<file path="src/rtl/ascon_hash_pkg.sv">
// Shared definitions for the Ascon hash stream controller and its core instantiation:
// FSM encoding, byte-count helpers and the default message/digest widths.
package ascon_hash_pkg;

  localparam int Y_BITS_DEF = 40;
  localparam int L_BITS_DEF = 256;

  typedef enum logic [2:0] {
    ST_LOAD    = 3'd0,
    ST_START   = 3'd1,
    ST_WAIT    = 3'd2,
    ST_DRAIN   = 3'd3,
    ST_RELEASE = 3'd4,
    ST_SETTLE  = 3'd5
  } hash_state_e;

  function automatic int nbytes(input int bits);
    return bits / 8;
  endfunction

  // One counter serves both phases, so it is sized for the longer one.
  function automatic int cnt_width(input int a, input int b);
    int m;
    m = (a > b) ? a : b;
    return (m <= 1) ? 1 : $clog2(m);
  endfunction

endpackage

</file>
<file path="src/rtl/ascon_hash_stream_ctrl.sv">
// Byte-stream wrapper around the Ascon hash core: gathers the message, starts the core,
// streams the digest out MSB byte first, then re-arms the core before the next message.
module ascon_hash_stream_ctrl
  import ascon_hash_pkg::*;
#(
  parameter int Y_BITS = Y_BITS_DEF,
  parameter int L_BITS = L_BITS_DEF
) (
  input  logic              clk,
  input  logic              rst,
  input  logic [7:0]        in_data,
  input  logic              in_valid,
  output logic              in_ready,
  output logic [Y_BITS-1:0] msg,
  output logic              hash_start,
  input  logic              hash_ready,
  input  logic [L_BITS-1:0] hash_in,
  output logic [7:0]        out_data,
  output logic              out_valid,
  input  logic              out_ready,
  output logic              busy
);

  localparam int NB_IN  = nbytes(Y_BITS);
  localparam int NB_OUT = nbytes(L_BITS);
  localparam int CW     = cnt_width(NB_IN, NB_OUT);
  localparam logic [CW-1:0] LAST_IN  = CW'(NB_IN - 1);
  localparam logic [CW-1:0] LAST_OUT = CW'(NB_OUT - 1);

  hash_state_e       r_state;
  hash_state_e       w_state_nxt;
  logic [Y_BITS-1:0] r_msg;
  logic [L_BITS-1:0] r_digest;
  logic [CW-1:0]     r_cnt;

  logic w_in_ready;
  logic w_out_valid;
  logic w_in_fire;
  logic w_out_fire;
  logic w_last_in;
  logic w_last_out;

  // in_ready is held low while rst is asserted so a byte offered on the reset cycle is dropped.
  assign w_in_ready  = (r_state == ST_LOAD) && !rst;
  assign w_out_valid = (r_state == ST_DRAIN);
  assign w_in_fire   = in_valid && w_in_ready;
  assign w_out_fire  = w_out_valid && out_ready;
  assign w_last_in   = (r_cnt == LAST_IN);
  assign w_last_out  = (r_cnt == LAST_OUT);

  assign in_ready   = w_in_ready;
  assign out_valid  = w_out_valid;
  assign out_data   = r_digest[L_BITS-1 -: 8];
  assign msg        = r_msg;
  assign hash_start = (r_state == ST_START) || (r_state == ST_RELEASE);
  assign busy       = (r_state != ST_LOAD);

  // Next-state decode
  always_comb begin
    w_state_nxt = r_state;
    case (r_state)
      ST_LOAD: begin
        if (w_in_fire && w_last_in) w_state_nxt = ST_START;
        else                        w_state_nxt = ST_LOAD;
      end
      ST_START:   w_state_nxt = ST_WAIT;
      ST_WAIT: begin
        if (hash_ready) w_state_nxt = ST_DRAIN;
        else            w_state_nxt = ST_WAIT;
      end
      ST_DRAIN: begin
        if (w_out_fire && w_last_out) w_state_nxt = ST_RELEASE;
        else                          w_state_nxt = ST_DRAIN;
      end
      ST_RELEASE: w_state_nxt = ST_SETTLE;
      // The core keeps ready high briefly after the release pulse; wait for it to drop.
      ST_SETTLE: begin
        if (!hash_ready) w_state_nxt = ST_LOAD;
        else             w_state_nxt = ST_SETTLE;
      end
      default:    w_state_nxt = ST_LOAD;
    endcase
  end

  // State register
  always_ff @(posedge clk) begin
    if (rst) r_state <= ST_LOAD;
    else     r_state <= w_state_nxt;
  end

  // Message shift register; only moves in LOAD so the core sees a stable word while absorbing.
  always_ff @(posedge clk) begin
    if (rst)            r_msg <= {Y_BITS{1'b0}};
    else if (w_in_fire) r_msg <= (r_msg << 8) | Y_BITS'(in_data);
    else                r_msg <= r_msg;
  end

  // Digest capture and MSB-first output shift
  always_ff @(posedge clk) begin
    if (rst)                                  r_digest <= {L_BITS{1'b0}};
    else if ((r_state == ST_WAIT) && hash_ready) r_digest <= hash_in;
    else if (w_out_fire)                      r_digest <= r_digest << 8;
    else                                      r_digest <= r_digest;
  end

  // Shared byte counter, cleared at the end of each phase
  always_ff @(posedge clk) begin
    if (rst)             r_cnt <= {CW{1'b0}};
    else if (w_in_fire)  r_cnt <= w_last_in  ? {CW{1'b0}} : r_cnt + CW'(1);
    else if (w_out_fire) r_cnt <= w_last_out ? {CW{1'b0}} : r_cnt + CW'(1);
    else                 r_cnt <= r_cnt;
  end

endmodule

</file>
<file path="config.mk">
export PLATFORM = sky130hd
export DESIGN_NAME = ascon_hash_stream_ctrl
export DESIGN_NICKNAME = d
export VERILOG_FILES = /design/src/rtl/ascon_hash_pkg.sv /design/src/rtl/ascon_hash_stream_ctrl.sv
export SDC_FILE = /design/constraint.sdc
export NUM_CORES = 1
export LEC_CHECK = 0
export ABC_AREA = 1
export BUFFER_PORTS_ARGS = -buffer_cell sky130_fd_sc_hd__buf_2
export CAP_MARGIN = 20
export CORE_UTILIZATION = 58
export DETAILED_ROUTE_END_ITERATION = 10
export PLACE_DENSITY = 0.85
export SLEW_MARGIN = 40
export SYNTH_ARGS = -nofsm -noshare
export SYNTH_HDL_FRONTEND = slang
export SYNTH_SLANG_ARGS = --single-unit
</file>
<file path="constraint.sdc">
create_clock -name clk -period 2.15 [get_ports clk]
set_input_delay 0.43 -clock clk [delete_from_list [all_inputs] [get_ports clk]]
set_output_delay 0.43 -clock clk [all_outputs]
set_load 0.05 [all_outputs]
</file>
---- Yosys cells after proc, flatten, opt, wreduce, memory -nomap -nowiden ----
Index checks and enable logic that the tools add are counted.
operators by class
  reductions and logical operators ........ 12
  bitwise operators ....................... 1
  $add $sub $neg .......................... 1
  multiplexer cells ....................... 11
  eq/ne operators ......................... 7
operators with widths
  kind                                                             count
  256-bit two-way mux                                              2
  40-bit by 8-bit bitwise OR with 40-bit output                    1
  5-bit two-way mux                                                4
  3-bit case mux with 6 select lines                               1
  3-bit by 2-bit == test with 1-bit output, second input constant  2
  3-bit == test, second input constant                             2
  1-bit logical AND                                                6
  3-bit two-way mux                                                2
  5-bit by 1-bit adder with 5-bit output, second input constant    1
  5-bit by 3-bit == test with 1-bit output, second input constant  1
  5-bit == test, second input constant                             1
  2-bit nonzero test                                               2
  3-bit by 1-bit == test with 1-bit output, second input constant  1
  3-bit logical NOT                                                1
  3-bit nonzero test                                               1
  1-bit two-way mux                                                2
  1-bit logical NOT                                                1
  1-bit logical OR                                                 1
word-level totals
  register bits ........................... 304
  output and inout bits ................... 52

---- Longest topological paths before layout ----
  word-level depth ........................ 6
  depth in mapped cells ................... 10
  mapped depth without buffers ............ 8

---- Worst setup path before layout ----
No wires, ideal clock.
  path kind ............................... input port to output port
  start ................................... input port rst
  end ..................................... output port in_ready
  stages .................................. 5
  setup slack ............................. 0.366 ns
  path buffers ............................ 2
  data arrival time ....................... 1.354 ns
  cell sequence ........................... buf_2 > inv_2 > clkbuf_1 > nand3_1 > inv_1
between the ends
  longest elaborated chain between the ends .. 2
ends and longest elaborated chain
  element            RTL line                      text
  from (decl)        ascon_hash_stream_ctrl.sv:10  input logic rst,
  1-bit logical NOT  ascon_hash_stream_ctrl.sv:44  assign w_in_ready = (r_state == ST_LOAD) && !rst;
  1-bit logical AND  ascon_hash_stream_ctrl.sv:44
  to (decl)          ascon_hash_stream_ctrl.sv:13  output logic in_ready,
Every way passes these cells.

---- Final worst setup path ----
  start ................................... register r_state[2]
  end ..................................... output port in_ready
between the ends
  longest elaborated chain between the ends .. 2
ends and longest elaborated chain
  element                 RTL line                      text
  from (decl)             ascon_hash_stream_ctrl.sv:30  hash_state_e r_state;
  from (signal assigned)  ascon_hash_stream_ctrl.sv:88  else r_state <= w_state_nxt;
  3-bit logical NOT       ascon_hash_stream_ctrl.sv:44
  1-bit logical AND       ascon_hash_stream_ctrl.sv:44
Every way passes these cells.

==> out/qor.txt <==
Root Driver = clkbuf_16
Sequential fraction of the synthesis area = 44.6%
Yosys reg bits = 304
Die X = 155 um
Gate power share = 5.1%
Final Critical Period = 2.01 ns
Crit share post-route = 93.5%
Clk pin slew, worst setup/hold paths = 0.06 ns
Seq pwr share = 49.5%
Synth Instances = 2133
Startpoint Class = flop
Hold Violations, Final = 0
Vias/cell = 4.92
WL final = 35600 um
H-tree depth = 1
GRT Residual Overflow = 0
Clk_lat worst skew = 0.55 ns
Via count = 13400
Starting Density = 59.7%
CORE AREA = 22800 sq um
Setup Viol. Count Final = 0
Post CTS Setup Buffer Count = 0
Share of layout cells above drive strength 1 = 16.6%
Pre-Repair DR Iteration Count = 8
Slew @ Worst Pin = 0.808 ns
Worst setup EP type = output port
Max_cap viols = 0
CP Class = reg2out
CP max FO = 4
Hpwl dp = 23900 um
Fill count = 1972
Gpl congestion = 0.873
Pwr/cell area = 703 nW/um^2
Avg Inst Size Synth = 6.39 sq um
Vias in the first global route = 12200
DRC viols = 0
Fin nets = 2655
Clock Sinks = 304
Status = finished clean
WL/cell = 13.0 um
Post-synthesis instance area = 13600 sq um
Pint = 8950 uW
Global-route wire length before repair = 56400 um
Syn Nets = 2405
Clock share of power = 45.3%
CTS tree = yes
Synth warn = 0
Clk buf depth = 3
Placed Instances = 2663
Slew headroom = 46.2%
Die height = 155 um
Sw Share = 22.2%
Fin Hold WS = 0.0806 ns
CP required = 1.72 ns
Worst clock skew = 0.00700 ns
RSZ-0062 raised after global routing = no
Net Switching = 2560 uW
Area growth syn-to-layout = 19.9%
Die area = 24100 sq um
Hold Crit Class = in2reg
Final ANT Viol Nets = 0
WP data arrival = 1.58 ns
I/O pins = 321
Iteration-0 DRC Markers = 1233
Lkg Pwr = 0.00678 uW
GRT Total Usage = 28.5%
Cell variety after synth = 24
Final Util = 71.6%
CTS Buf Count = 31
Most frequent cells in the layout = nor2_1, nand2_1, buf_2
Fin. max-slew vios = 0
Buffers added on ports = 320
Pin count of the biggest net entering global routing = 173
Finished Layout Cells = 2731
Worst VDD drop = 0.597 mV
Num rows = 55
Setup TNS = 0 ns
Leading cell type in the layout, fill and taps excluded = nor2_1
Fmax = 498 MHz
Initial antenna violation count = 18
[cell families after synthesis]
logic type      after synthesis  share of synthesized area, %
flops                       304                          44.6
fa+ha+maj                     3                         0.275
buf+inv                     402                          12.7
compound gates              281                          10.3
simple gates               1143                          32.0
[worst max-delay path, cell delays in order (launching register included)]
cell     delay, ns
dfxtp_1       0.36
nor2_2        0.23
nand3_1       0.12
inv_1         0.06
buf_2         0.26
[registers in the layout (all words and copies together), names as in the netlist]
| signal | cells |
|---|---|
| r_cnt | 5 |
| r_digest | 256 |
| r_state | 3 |
| msg | 40 |
[final timing paths]
| check | from | end | slack (ns) | depth (start not counted) |
|---|---|---|---|---|
| setup / recovery | r_state[2] | in_ready | 0.14 | 4 |
| setup reg to reg | r_state[1] | r_digest[116] | 0.14 | 10 |
| hold / removal | in_data[4] | msg[4] | 0.08 | 3 |
| hold reg to reg | msg[8] | msg[8] | 0.46 | 2 |
[Yosys cell counts (all sizes together)]
library cell  count  area share, %
nor2            752             21
nand2           348            9.7
dfxtp           304             45
inv             271            7.5
o21ai           258            9.5
buf              78            3.8
clkbuf           52            1.4
nand3            39            1.4
a21oi            22           0.81
ha                3           0.28
a31oi             1          0.046
and3              1          0.046
clkinv            1          0.028
nand3b            1          0.055
nand4             1          0.046
nor3              1          0.037
[stage by stage]
stage                     cell area [sq um]  power [uW]  setup slack [ns]
final                                 16400       11500             0.140
after global routing                  16400       11800            0.0243
after CTS                             16300       11600            0.0690
after detailed placement              15300        6410             0.197
after global placement                15300        6400             0.313
after floorplan                       13600        6080             0.366
[power by group through the flow]
| stage | registers [uW] | clock network, uW | logic, uW |
|---|---|---|---|
| after floorplan | 5930 | 0 | 145 |
| after global placement | 5820 | 0 | 581 |
| after detailed placement | 5820 | 0 | 585 |
| after CTS | 5700 | 5280 | 589 |
| after global routing | 5700 | 5510 | 636 |
| final | 5700 | 5220 | 592 |
[repair_timing]
action | in CTS | in global routing
endpoints found under the hold margin | 0 | 0
gates resized for setup | 1 | 1
hold buffers | 0 | 0
setup endpoints to repair | 1 | 1
pin swaps | 0 | 0
[layout make-up]
cell class                      instances  area, sq um  share of cell area (%)
Multi-Input combinational cell       1427         5840                    35.7
Sequential cell                       304         6090                    37.2
Tap cell                              313          392                    2.39
Clock buffer                           47          926                    5.66
Timing Repair Buffer                  347         1990                    12.2
Antenna cell                           15         37.5                   0.229
Clock inverter                          6         57.6                   0.352
Inverter                              272         1030                    6.27
[metal layers]
metal  track usage (%)  routed length [um]
met2              47.9               16900
met1              35.5               14800
met3              5.46                2630
met4              12.9                1290
met5                 0                  37
Note: power is estimated with default switching activity, not from simulation.
